[config.mk]
export PLATFORM = sky130hd
export DESIGN_NAME = mario_life_ctrl
export DESIGN_NICKNAME = d
export VERILOG_FILES = /design/src/rtl/mario_pkg.sv /design/src/rtl/mario_life_ctrl.sv
export SDC_FILE = /design/constraint.sdc
export NUM_CORES = 1
export LEC_CHECK = 0
export ABC_AREA = 1
export CAP_MARGIN = 15
export CORE_UTILIZATION = 35
export CTS_CLUSTER_SIZE = 14
export DETAILED_ROUTE_END_ITERATION = 7
export PLACE_DENSITY = 0.6
export SLEW_MARGIN = 20
export SYNTH_ARGS = -nofsm -noshare
export SYNTH_HDL_FRONTEND = slang
export SYNTH_SLANG_ARGS = --single-unit
[constraint.sdc]
create_clock -name clk -period 1.4 [get_ports clk]
set_clock_uncertainty 0.05 [all_clocks]
set_input_delay 0.14 -clock clk [delete_from_list [all_inputs] [get_ports clk]]
set_output_delay 0.14 -clock clk [all_outputs]
set_load 0.05 [all_outputs]
[src/rtl/mario_pkg.sv]
// Shared definitions for the Mario life/damage controller: state encoding and
// default tuning values for lives, invulnerability length and blink rate.
package mario_pkg;

  typedef enum logic [1:0] {
    ST_PLAY   = 2'd0,
    ST_INVULN = 2'd1,
    ST_OVER   = 2'd2
  } mario_state_e;

  localparam int unsigned LIVES_INIT_DEF    = 3;
  localparam int unsigned INVULN_FRAMES_DEF = 90;
  localparam int unsigned BLINK_HALF_DEF    = 4;

endpackage

[src/rtl/mario_life_ctrl.sv]
// Tracks Mario's remaining lives, the post-hit invulnerability window with
// sprite blinking, and game-over; every output comes straight from a flop.
module mario_life_ctrl
  import mario_pkg::*;
#(
  parameter int unsigned LIVES_INIT    = LIVES_INIT_DEF,
  parameter int unsigned INVULN_FRAMES = INVULN_FRAMES_DEF,
  parameter int unsigned BLINK_HALF    = BLINK_HALF_DEF
) (
  input  logic       clk,
  input  logic       rst_n,
  input  logic       frame_tick,
  input  logic       mario_hit,
  input  logic       restart,
  output logic [1:0] lives,
  output logic       invincible,
  output logic       mario_visible,
  output logic       hurt_pulse,
  output logic       game_over
);

  localparam int unsigned      CNT_W     = $clog2(INVULN_FRAMES);
  localparam int unsigned      BLINK_BIT = $clog2(BLINK_HALF);
  localparam logic [CNT_W-1:0] CNT_LAST  = CNT_W'(INVULN_FRAMES - 1);
  localparam logic [1:0]       LIVES_RST = 2'(LIVES_INIT);

  mario_state_e     state_q, state_d;
  logic [1:0]       lives_q, lives_d;
  logic [CNT_W-1:0] cnt_q, cnt_d;
  logic             hurt_d, visible_d;
  logic             invincible_q, visible_q, hurt_q, over_q;

  always_comb begin
    state_d = state_q;
    lives_d = lives_q;
    hurt_d  = 1'b0;
    if (restart) begin
      state_d = ST_PLAY;
      lives_d = LIVES_RST;
    end else begin
      unique case (state_q)
        ST_PLAY: begin
          if (mario_hit) begin
            hurt_d = 1'b1;
            if (lives_q > 2'd1) begin
              lives_d = lives_q - 2'd1;
              state_d = ST_INVULN;
            end else begin
              lives_d = 2'd0;
              state_d = ST_OVER;
            end
          end
        end
        ST_INVULN: begin
          // Hits are dropped here, including one landing on the final tick.
          if (frame_tick && (cnt_q == CNT_LAST)) state_d = ST_PLAY;
        end
        ST_OVER: begin
          lives_d = 2'd0;
        end
        default: begin
          state_d = ST_PLAY;
          lives_d = LIVES_RST;
        end
      endcase
    end
  end

  always_comb begin
    cnt_d = cnt_q;
    if (restart) begin
      cnt_d = '0;
    end else if (state_q == ST_PLAY && mario_hit) begin
      cnt_d = '0;
    end else if (state_q == ST_INVULN && frame_tick) begin
      cnt_d = (cnt_q == CNT_LAST) ? '0 : cnt_q + CNT_W'(1);
    end
  end

  // Blink phase is taken from the next counter value so the registered
  // sprite enable lines up with the state it describes.
  always_comb begin
    visible_d = !((state_d == ST_INVULN) &&
                  (((cnt_d >> BLINK_BIT) & CNT_W'(1)) != '0));
  end

  always_ff @(posedge clk or negedge rst_n) begin
    if (!rst_n) begin
      state_q      <= ST_PLAY;
      lives_q      <= LIVES_RST;
      invincible_q <= 1'b0;
      visible_q    <= 1'b1;
      hurt_q       <= 1'b0;
      over_q       <= 1'b0;
    end else begin
      state_q      <= state_d;
      lives_q      <= lives_d;
      invincible_q <= (state_d == ST_INVULN);
      visible_q    <= visible_d;
      hurt_q       <= hurt_d;
      over_q       <= (state_d == ST_OVER);
    end
  end

  always_ff @(posedge clk or negedge rst_n) begin
    if (!rst_n) cnt_q <= '0;
    else        cnt_q <= cnt_d;
  end

  assign lives         = lives_q;
  assign invincible    = invincible_q;
  assign mario_visible = visible_q;
  assign hurt_pulse    = hurt_q;
  assign game_over     = over_q;

endmodule

======== After elaboration in Yosys (flattened, before gate mapping) ========
Cells that the tools add are included.
word-level totals
  logic and storage cells ................. 42
  flip-flop bits (word level) ............. 15
cells by class
  add/subtract/negate cells ............... 2
  multiplexer cells ....................... 16
  reductions and logical operators ........ 8
  order comparisons ....................... 1
  equal/unequal tests ..................... 7
operator list
  operator               count
  $mux W7                4
  $mux W2                7
  $pmux W2 S3            2
  $add A7 B1 Y7 const B  1
  $eq A7 B7 Y1 const B   1
  $eq A2 B1 Y1 const B   2
  $eq A2 B2 Y1 const B   2
  $logic_and A1 B1 Y1    4
  $mux W1                3
  $ne A3 B3 Y1 const B   1
  $reduce_bool A3 Y1     1
  $gt A2 B1 Y1 const B   1
  $logic_not A2 Y1       1
  $ne A2 B2 Y1 const B   1
  $reduce_and A2 Y1      1
  $sub A2 B1 Y2 const B  1
  $logic_not A1 Y1       1

======== Longest topological paths before layout ========
  depth in word-level cells ............... 8
  depth in mapped cells ................... 9
  depth with buffers taken out ............ 9

======== Worst setup path before layout ========
Ideal clock, no wire load.
  path kind ............................... register to register
  start ................................... register lives_q[1] (netlist: lives[1])
  end ..................................... register over_q (netlist: game_over)
  data required time ...................... 1.221 ns
  slack ................................... 0.229 ns
  arrival ................................. 0.992 ns
  cell stages (with the launch flop) ...... 4
  path buffers ............................ 0
  period minus slack after synthesis ...... 1.171 ns
  cells stage by stage .................... dfstp_2 > inv_1 > a21oi_1 > nor3_1
between the ends
  word-level cells in the longest chain between the ends .. 6
RTL lines
  item                    RTL line                text
  from (decl)             mario_life_ctrl.sv:28   logic [1:0] lives_q, lives_d;
  from (signal assigned)  mario_life_ctrl.sv:97   lives_q <= lives_d;
  $gt A2 B1 Y1            mario_life_ctrl.sv:45   if (lives_q > 2'd1) begin
  $mux W2                 mario_life_ctrl.sv:45
  $mux W2                 mario_life_ctrl.sv:43   if (mario_hit) begin
  $pmux W2 S3             mario_life_ctrl.sv:41   unique case (state_q)
  $mux W2                 mario_life_ctrl.sv:37   if (restart) begin
  $eq A2 B2 Y1            mario_life_ctrl.sv:101  over_q <= (state_d == ST_OVER);
  to (signal assigned)    mario_life_ctrl.sv:101
  to (decl)               mario_life_ctrl.sv:31   logic invincible_q, visible_q, hurt_q, over_q;
Every way passes these cells.
A chain may end at the register's enable or synchronous reset.

======== Final worst setup path ========
  start ................................... register state_q[0]
  end ..................................... register cnt_q[5]
between the ends
  word-level cells in the longest chain between the ends .. 4
RTL lines
  item                    RTL line                text
  from (decl)             mario_life_ctrl.sv:27   mario_state_e state_q, state_d;
  from (signal assigned)  mario_life_ctrl.sv:96   state_q <= state_d;
  $logic_not A2 Y1        mario_life_ctrl.sv:73   end else if (state_q == ST_PLAY && mario_hit) begin
  $logic_and A1 B1 Y1     mario_life_ctrl.sv:73
  $mux W7                 mario_life_ctrl.sv:73
  $mux W7                 mario_life_ctrl.sv:71   if (restart) begin
  to (signal assigned)    mario_life_ctrl.sv:107  else cnt_q <= cnt_d;
  to (decl)               mario_life_ctrl.sv:29   logic [CNT_W-1:0] cnt_q, cnt_d;
Parallel ways exist; a longest one is shown, timed or not.

==> results.cfg <==
[placed_design]
place_congestion = 0.8758
dp_slack_ns = 0.03279
dp_hpwl_um = 1306
numPortBuffers = 10

[finish]
drive_above_1_share_pct = 24.39
post-route-util_pct = 48.17
fin_nets = 131
diodes = 0
syn2layout_area_growth_pct = 28.02

[global_routing]
antenna_found_initial = 0
grt_max_degree = 16
grt_pass1_vias = 689
grt_pass1_wl_um = 2911
grt.overflow.total = 0
track_usage_pct = 15.33

[power]
p_leak_nw = 0.5235
power_w = 0.001500
ir_worst_vdd_mv = 0.9807
power_density_nw_per_um2 = 1381

[worst_setup_path]
cp-end-kind = flip-flop
worstRegToRegCells = 6
crit_top_cell = nand2_1
cp-start-kind = flip-flop
crit_arrival_ns = 1.43
cp.required_ns = 1.53
timing.rr.start = state_q[0]
timing.rr.end = cnt_q[5]
critical_path_peak_fanout = 7
cp_slowest_cell = dfrtp_1
crit_path_max_incr_delay_ns = 0.49
cp_cell_sequence = nor2_2 -> nand2_4 -> nand2_2 -> nor2_4 -> nand2_1 -> nand2_1
critical_path_class = reg -> reg
rrSetupSlack_ns = 0.10

[synthesis]
syn_nets = 115
syn-cell-area_um2 = 848.3
yosysWarnings = 0
syn_inst = 108
seq_area_frac_synth_pct = 44.69
ys_ff_latch = 15
syn_area_per_cell_um2 = 7.855
synth_cell_types = 22

[floorplanning]
core-area_um2 = 2255
die_area_um2 = 2625
die_w_um = 51.23
num_rows = 17
fp.dieH_um = 51.23
pin_count = 11
start_util_pct = 37.62

[routing]
dr.pass1.iters = 4
drc = 0
wl_per_cell_um = 11.10
first_iter_violations = 20
drt_wl_total_um = 1676
vias_per_cell = 4.642
ant_nets = 0
dr_total_vias = 701

[sta]
layout_min_cycle_time_ns = 1.297
hold_viol_final = 0
max_freq_ghz = 0.7713
finalCritPeriodShare_pct = 92.61
worst_slack_ns = 0.1034
rsz0062_at_grt = false
setup_viol = 0
slew_headroom_pct = 80.51
fin_tns_setup_ns = 0
slew_viol_final = 0
worstMarginPinSlew_ns = 0.2924

[clock_tree]
cts_tree = done
cts.htree.levels = 1
insertion_delay_ns = 0.28
cts_buffers = 3
cts_root_buffer = clkbuf_4
clock_path_buffers = 2
cts_sinks = 15
clkTransAtPathRegs_ns = 0.09

[worst_hold_path]
min_path_type = in -> async

[job]
maxCapViolations = 0

[run_status]
run_status = finished clean
==> registers in the layout (all words and copies together), names as in the netlist <==
| register | count |
|---|---|
| mario_visible | 1 |
| invincible | 1 |
| lives | 2 |
| state_q | 2 |
| hurt_pulse | 1 |
| game_over | 1 |
| cnt_q | 7 |
==> per-layer routing <==
layer | wire length (µm) | track usage (%) | vias up
li1 | - | - | 367
met1 | 753 | 17.35 | 321
met2 | 846 | 27.85 | 11
met3 | 64 | 3.571 | 2
met4 | 11 | 5.405 | 0
met5 | 0 | 0 | -
==> repair_timing <==
| action | in CTS | in global routing |
|---|---|---|
| hold endpoints to repair | 0 | 0 |
| setup endpoints to repair | 0 | 3 |
| gates resized for setup | 0 | 2 |
| setup buffers | 0 | 0 |
| hold buffers | 0 | 0 |
==> where the power goes <==
group	leakage [nW]	internal [W]	switching (W)
logic	0.310	0.000271	0.000363
clock network	0.0177	0.000106	0.000142
registers	0.196	0.000518	0.000101
==> logic make-up after synthesis <==
logic type / after synthesis / share of synthesized area, %
buf+inv: 15 / 6.784
fa+ha+maj: 2 / 2.949
simple gates: 65 / 38.05
compound gates: 10 / 6.489
xor+xnor: 1 / 1.033
flops: 15 / 44.69
==> worst max-delay path by stage <==
stage	from	endpoint	slack, ns	cells after the start
2_1_floorplan	lives[1]	game_over	0.23	3
3_3_place_gp	frame_tick	cnt_q[6]	0.09	7
3_5_place_dp	mario_hit	lives[1]	0.03	6
4_1_cts	cnt_q[1]	invincible	0.09	7
5_1_grt	cnt_q[1]	mario_visible	0.01	8
6_report	state_q[0]	cnt_q[5]	0.10	6
==> synth_stat cells (all sizes together) <==
library cell  instances  area [µm²]
nand2                39       163.9
inv                  14       52.55
nor2                 14       91.34
dfrtp                12       300.3
nand3                 8       45.04
o21ai                 7       35.03
dfstp                 3       78.83
a21oi                 2       13.76
ha                    2       25.02
nand4                 2       12.51
nor3                  2       10.01
a31oi                 1       6.260
buf                   1       5.000
xor2                  1       8.760
==> cells in the final DEF (no fill, tap or decap) <==
master | Yosys | final
dfstp_2 | 3 | 3
nand3_2 | 1 | 1
xor2_1 | 1 | 1
nor3_1 | 2 | 2
o21ai_1 | 5 | 5
a21oi_2 | 1 | 1
a21oi_1 | 1 | 1
nand4_1 | 2 | 2
nand2_2 | 4 | 4
dfrtp_1 | 12 | 12
inv_1 | 14 | 14
clkbuf_4 | 0 | 3
nor2_4 | 2 | 2
nand2_4 | 1 | 1
ha_2 | 0 | 1
buf_12 | 0 | 6
clkdlybuf4s50_1 | 0 | 4
nand3_1 | 7 | 7
o21ai_0 | 2 | 2
nor2_2 | 3 | 4
nor2_8 | 1 | 1
ha_1 | 2 | 1
buf_4 | 0 | 2
nor2_1 | 8 | 7
a31oi_1 | 1 | 1
nand2_1 | 34 | 34
clkinv_2 | 0 | 1
==> stage by stage <==
step	instances	hold WS [ns]	instance area, µm²
after floorplan	108	-0.2056	848.3
after global placement	147	0.4249	1054
after detailed placement	147	0.4214	1054
after CTS	151	0.1053	1081
after global routing	151	0.1394	1086
final	151	0.1089	1086
==> worst max-delay path: cells and delay by family (launching register included) <==
family,cells,cell delay (ns)
simple gates,6,0.66
flops,1,0.49
==> cell type report <==
cell class | count | area (µm²)
Fill cell | 246 | 1169
Inverter | 14 | 52.55
Clock inverter | 1 | 5.005
Sequential cell | 15 | 379.1
Timing Repair Buffer | 12 | 175.2
Clock buffer | 3 | 22.52
Tap cell | 28 | 35.03
Multi-Input combinational cell | 78 | 416.7
Power figures use the tool's default switching activity.
